$ cat src/rtl/char_lcd_bus.sv
`default_nettype none
// ==========================================================================
// Module   : char_lcd_bus
// Purpose  : HD44780/WS0010 character-display bus engine timed in clk_48mhz cycles.
// Revision : 1.0
// ==========================================================================
module char_lcd_bus #(
  parameter int BUS_WIDTH    = 8,
  parameter int SETUP_CYCLES = 4,
  parameter int E_CYCLES     = 24,
  parameter int HOLD_CYCLES  = 24,
  parameter int POR_CYCLES   = 2400000,
  parameter int BUSY_TIMEOUT = 4096
) (
  input  logic       clk_48mhz,
  input  logic       reset,
  input  logic       cmd_valid,
  output logic       cmd_ready,
  input  logic       cmd_rs,
  input  logic       cmd_read,
  input  logic       cmd_poll,
  input  logic       cmd_nibble,
  input  logic [7:0] cmd_data,
  output logic       rsp_valid,
  output logic [7:0] rsp_data,
  output logic       timeout,
  output logic       lcd_rs,
  output logic       lcd_rw,
  output logic       lcd_e,
  output logic [7:0] db_out,
  output logic       db_oe,
  input  logic [7:0] db_in
);

  localparam int MAX_SE = (SETUP_CYCLES > E_CYCLES) ? SETUP_CYCLES : E_CYCLES;
  localparam int MAX_HP = (HOLD_CYCLES > POR_CYCLES) ? HOLD_CYCLES : POR_CYCLES;
  localparam int MAX_C  = (MAX_SE > MAX_HP) ? MAX_SE : MAX_HP;
  localparam int CW     = $clog2(MAX_C + 1);
  localparam int PW     = $clog2(BUSY_TIMEOUT + 1);

  localparam logic [CW-1:0] SETUP_LAST = CW'(SETUP_CYCLES - 1);
  localparam logic [CW-1:0] E_LAST     = CW'(E_CYCLES - 1);
  localparam logic [CW-1:0] HOLD_LAST  = CW'(HOLD_CYCLES - 1);
  localparam logic [CW-1:0] POR_LAST   = CW'(POR_CYCLES - 1);
  localparam logic [PW-1:0] POLL_LAST  = PW'(BUSY_TIMEOUT - 1);
  localparam bit            NARROW     = (BUS_WIDTH == 4);

  typedef enum logic [2:0] {
    S_POR   = 3'd0,
    S_IDLE  = 3'd1,
    S_SETUP = 3'd2,
    S_EHI   = 3'd3,
    S_ELO   = 3'd4
  } state_t;

  state_t        r_state;
  logic [CW-1:0] r_cnt;
  logic [PW-1:0] r_polls;
  logic          r_read;
  logic          r_poll;
  logic          r_nibble;
  logic          r_polling;
  logic          r_strobe;
  logic          r_busy;
  logic [7:0]    r_data;
  logic [7:0]    r_rbuf;

  logic [7:0]    w_din;
  logic [7:0]    w_first;
  logic          w_last_strobe;

  // In 4-bit mode only the upper pad nibble is wired to the display.
  assign w_din         = NARROW ? {db_in[7:4], 4'h0} : db_in;
  assign w_first       = NARROW ? {cmd_data[7:4], 4'h0} : cmd_data;
  assign w_last_strobe = r_strobe || !NARROW || (r_nibble && !r_polling);
  assign cmd_ready     = (r_state == S_IDLE);

  always_ff @(posedge clk_48mhz) begin
    if (reset) begin
      r_state   <= S_POR;
      r_cnt     <= '0;
      r_polls   <= '0;
      r_read    <= 1'b0;
      r_poll    <= 1'b0;
      r_nibble  <= 1'b0;
      r_polling <= 1'b0;
      r_strobe  <= 1'b0;
      r_busy    <= 1'b0;
      r_data    <= 8'h00;
      r_rbuf    <= 8'h00;
      rsp_valid <= 1'b0;
      rsp_data  <= 8'h00;
      timeout   <= 1'b0;
      lcd_rs    <= 1'b0;
      lcd_rw    <= 1'b1;
      lcd_e     <= 1'b0;
      db_out    <= 8'h00;
      db_oe     <= 1'b0;
    end else begin
      rsp_valid <= 1'b0;
      case (r_state)
        S_POR: begin
          if (r_cnt == POR_LAST) begin
            r_state <= S_IDLE;
            r_cnt   <= '0;
          end else begin
            r_cnt <= r_cnt + 1'b1;
          end
        end

        S_IDLE: begin
          if (cmd_valid) begin
            r_read    <= cmd_read;
            r_poll    <= cmd_poll;
            r_nibble  <= NARROW && cmd_nibble;
            r_data    <= cmd_data;
            r_rbuf    <= 8'h00;
            r_polling <= 1'b0;
            r_strobe  <= 1'b0;
            timeout   <= 1'b0;
            lcd_rs    <= cmd_rs;
            lcd_rw    <= cmd_read;
            db_oe     <= !cmd_read;
            db_out    <= w_first;
            r_cnt     <= '0;
            r_state   <= S_SETUP;
          end
        end

        S_SETUP: begin
          if (r_cnt == SETUP_LAST) begin
            r_cnt   <= '0;
            lcd_e   <= 1'b1;
            r_state <= S_EHI;
          end else begin
            r_cnt <= r_cnt + 1'b1;
          end
        end

        S_EHI: begin
          if (r_cnt == E_LAST) begin
            r_cnt   <= '0;
            lcd_e   <= 1'b0;
            r_state <= S_ELO;
            // Bus is sampled on the last cycle E is high.
            if (!r_strobe) begin
              r_busy <= w_din[7];
              r_rbuf <= w_din;
            end else begin
              r_rbuf[3:0] <= w_din[7:4];
            end
          end else begin
            r_cnt <= r_cnt + 1'b1;
          end
        end

        S_ELO: begin
          if (r_cnt == HOLD_LAST) begin
            r_cnt <= '0;
            if (!w_last_strobe) begin
              r_strobe <= 1'b1;
              db_out   <= r_polling ? 8'h00 : {r_data[3:0], 4'h0};
              r_state  <= S_SETUP;
            end else begin
              r_strobe <= 1'b0;
              if (!r_polling && r_read) begin
                rsp_valid <= 1'b1;
                rsp_data  <= r_rbuf;
              end
              if ((!r_polling && r_poll && !r_nibble) ||
                  (r_polling && r_busy && r_polls != POLL_LAST)) begin
                r_polls   <= r_polling ? r_polls + 1'b1 : '0;
                r_polling <= 1'b1;
                lcd_rs    <= 1'b0;
                lcd_rw    <= 1'b1;
                db_oe     <= 1'b0;
                db_out    <= 8'h00;
                r_state   <= S_SETUP;
              end else begin
                if (r_polling && r_busy) begin
                  timeout <= 1'b1;
                end
                r_polling <= 1'b0;
                lcd_rs    <= 1'b0;
                lcd_rw    <= 1'b1;
                db_oe     <= 1'b0;
                r_state   <= S_IDLE;
              end
            end
          end else begin
            r_cnt <= r_cnt + 1'b1;
          end
        end

        default: r_state <= S_POR;
      endcase
    end
  end

endmodule
`default_nettype wire

$ cat config.mk
export PLATFORM = sky130hd
export DESIGN_NAME = char_lcd_bus
export DESIGN_NICKNAME = d
export VERILOG_FILES = /design/src/rtl/char_lcd_bus.sv
export SDC_FILE = /design/constraint.sdc
export NUM_CORES = 1
export LEC_CHECK = 0
export ABC_AREA = 0
export CAP_MARGIN = 20
export CORE_MARGIN = 2
export CORE_UTILIZATION = 45
export DETAILED_ROUTE_END_ITERATION = 8
export DONT_BUFFER_PORTS = 1
export PLACE_DENSITY_LB_ADDON = 0.2
export SYNTH_ARGS = -nofsm -noshare
export SYNTH_HDL_FRONTEND = slang
export SYNTH_SLANG_ARGS = --single-unit
$ cat constraint.sdc
create_clock -name clk_48mhz -period 2.9 [get_ports clk_48mhz]
set_clock_uncertainty 0.1 [all_clocks]
set_input_delay 0.29 -clock clk_48mhz [delete_from_list [all_inputs] [get_ports clk_48mhz]]
set_output_delay 0.29 -clock clk_48mhz [all_outputs]
set_load 0.02 [all_outputs]
==> impl_metrics.env, run 1 <==
export IMPL_n_antenna_cell=0
export IMPL_gr_total_overflow=0
export IMPL_syn_num_nets=431
export IMPL_final_core_util=0.526
export IMPL_p_total_mw=2.00
export IMPL_die_w_um=90.3
export IMPL_synthCells=405
export IMPL_clock_fmax_mhz=386
export IMPL_critical_path_max_fanout=15
export IMPL_min_path_type="primary input to flop"
export IMPL_wire_per_inst_um=14.5
export IMPL_dieArea_mm2=0.00816
export IMPL_rows=31
export IMPL_io_buffers=0
export IMPL_start_kind="flop"
export IMPL_coreArea_mm2=0.00725
export IMPL_drc=0
export IMPL_syn_area_mm2=0.00335
export IMPL_io_pins=46
export IMPL_drive_above_1_share=0.0890
export IMPL_drt_total_wl_mm=7.62
export IMPL_synth_avg_cell_area_um2=8.28
export IMPL_cts_tree="yes"
export IMPL_grt_pass1_vias=2789
export IMPL_final_cells=526
export IMPL_tightest_slew_ns=0.790
export IMPL_criticalPathCategory="flop to flop"
export IMPL_place_gp_congestion=0.824
export IMPL_setup_viol_count_final=0
export IMPL_yosysSeqAreaShare=0.430
export IMPL_hold_viol=0
export IMPL_cellLeakagePower_nw=1.37
export IMPL_slew_headroom=0.472
export IMPL_cp_arrival_ns=2.73
export IMPL_grt_max_degree=35
export IMPL_rrSetupSlack_ns=0.31
export IMPL_cp_end_kind="flop"
export IMPL_holdWs_ns=0.0367
export IMPL_yosys_warnings=0
export IMPL_htree_levels=3
export IMPL_grtUsageTotal=0.196
export IMPL_period_needed_ns=2.59
export IMPL_synthToLayoutAreaGrowth_pct=13.7
export IMPL_ys_seq_elements=72
export IMPL_yosys_most_used_dff="dfxtp_1"
export IMPL_layout_nets=448
export IMPL_die_h_um=90.3
export IMPL_powerDensity_mw_per_mm2=523
export IMPL_final_cell_mix="dfxtp_1 (72), nand2_1 (68), nand3_1 (37)"
export IMPL_grt_setup_unrepaired="false"
export IMPL_required_ns=3.04
export IMPL_yosysUniqueCellTypes=50
export IMPL_numClockSinks=72
export IMPL_numCtsBuffers=9
export IMPL_dpl_hpwl_mm=5.15
export IMPL_ant_nets=0
export IMPL_cts_root_buf="clkbuf_8"
export IMPL_antenna_found_initial=0
export IMPL_routed_via_count=2915
export IMPL_status="finished clean"
export IMPL_start_util=0.462
export IMPL_max_vdd_ir_drop_uv=229
export IMPL_finalCritPeriodShare=0.893
export IMPL_fill_cells=710
export IMPL_postSynth_asyncResetShare=0
export IMPL_clockBufferDepth=2
export IMPL_first_pass_iters=4
export IMPL_via_per_inst=5.54
export IMPL_clk_latency_ns=0.35
export IMPL_final_common_cell="dfxtp_1"
export IMPL_grt_pass1_wl_mm=13.1
export IMPL_drtIter0Drc=148
export IMPL_synth_edf_count=0
export IMPL_drv_slew=0
export IMPL_place_inst=491
export IMPL_fin_tns_setup_ns=0
export IMPL_cts_setup_buffers=0
export IMPL_clk_pin_slew_ns=0.07
export IMPL_cap_violations=0
## worst paths after layout
path                             startpoint  cells after the start           to
worst min register to register  r_polls[12]                      1  r_polls[12]
worst min-delay path               db_in[7]                      2    r_rbuf[7]
worst max register to register    r_cnt[16]                      8     r_cnt[3]
worst max-delay path              r_cnt[16]                      8     r_cnt[3]
## power breakdown
part / total [mW] / switching (mW) / leakage, nW / internal, mW
Combinational: 0.207 / 0.118 / 0.697 / 0.0889
Sequential: 1.06 / 0.0466 / 0.581 / 1.01
Clock: 0.731 / 0.377 / 0.0951 / 0.354
## logic make-up (layout without fill, tap and decap cells)
logic type      after synthesis  count (layout)  share of synthesized area
simple gates                216             216                      0.343
xor+xnor                     23              23                     0.0601
buf+inv                      26              48                     0.0351
compound gates               64              64                      0.118
fa+ha+maj                     3               3                     0.0112
mux                           1               1                    0.00298
flops                        72              72                      0.430
## cell usage after synthesis (2+ instances only)
master	instances	area, um^2
nor2b_1	5	31.3
and3_1	6	37.5
ha_1	3	37.5
xnor2_1	14	123
and2_1	10	62.6
nor4_1	7	43.8
nand4_1	4	25.0
a31o_1	2	17.5
buf_2	4	20.0
dfxtp_1	72	1440
nand2_1	68	255
o211a_1	3	30.0
and4_1	4	35.0
buf_6	2	22.5
nand3b_1	5	37.5
nor3_1	12	60.1
or3_1	5	31.3
inv_1	7	26.3
nor4_4	2	42.5
a31oi_1	5	31.3
a21oi_1	30	150
o21ai_0	12	60.1
and2_4	4	35.0
nor4b_1	2	17.5
nand2b_1	3	18.8
xor2_1	9	78.8
nor2_1	30	113
or4_1	5	37.5
clkbuf_1	13	48.8
nand3_1	37	185
## metrics by stage
step	worst slack (ns)	cell area, um^2
floorplan	0.571	3350
detailed placement	0.345	3430
CTS	0.295	3810
global route	0.0195	3810
global placement	0.378	3430
finish	0.311	3810
## metal layers
layer | up-vias | track usage | share of wire
met5 | - | 0 | 0
met2 | 61 | 0.311 | 0.46
li1 | 1463 | - | -
met4 | 0 | 0.0897 | 0.018
met3 | 11 | 0.0359 | 0.036
met1 | 1380 | 0.260 | 0.49
## layout make-up
| class | instances | area, um^2 | share of cell area |
|---|---|---|---|
| clock inverter | 5 | 31.3 | 0.00820 |
| timing repair buffer | 25 | 245 | 0.0643 |
| multi-input combinational | 307 | 1800 | 0.471 |
| tap | 99 | 124 | 0.0325 |
| sequential | 72 | 1440 | 0.378 |
| clock buffer | 11 | 151 | 0.0397 |
| inverter | 7 | 26.3 | 0.00689 |
## timing repair
item / CTS / global route
hold buffers: 19 / 0
gates resized for setup: 0 / 0
endpoints found under the hold margin: 42 / 0
## registers in the layout, indices dropped and copies added, names as in the netlist
name and count:
r_cnt 22, r_polls 13, db_out 8, r_rbuf 8
rsp_data 8, r_state 3, db_oe 1, lcd_e 1
lcd_rs 1, lcd_rw 1, r_busy 1, r_poll 1
r_polling 1, r_read 1, rsp_valid 1, timeout 1
## worst max-delay path, stage by stage, from the launching register on
cell,delay [ns]
dfxtp_1,0.34
nor3_1,0.34
nand2_1,0.24
or3_4,0.47
o2bb2ai_2,0.15
nor4_4,0.34
buf_4,0.25
nor4_1,0.07
a31o_1,0.18
Power figures use the tool's default switching activity.
==> inputs of run 2 (changes only) <==
Settings changed: CAP_MARGIN 20 to not set.
==> results of run 2 <==
No change in the layout: final DEF, timing and power equal those of run 1.
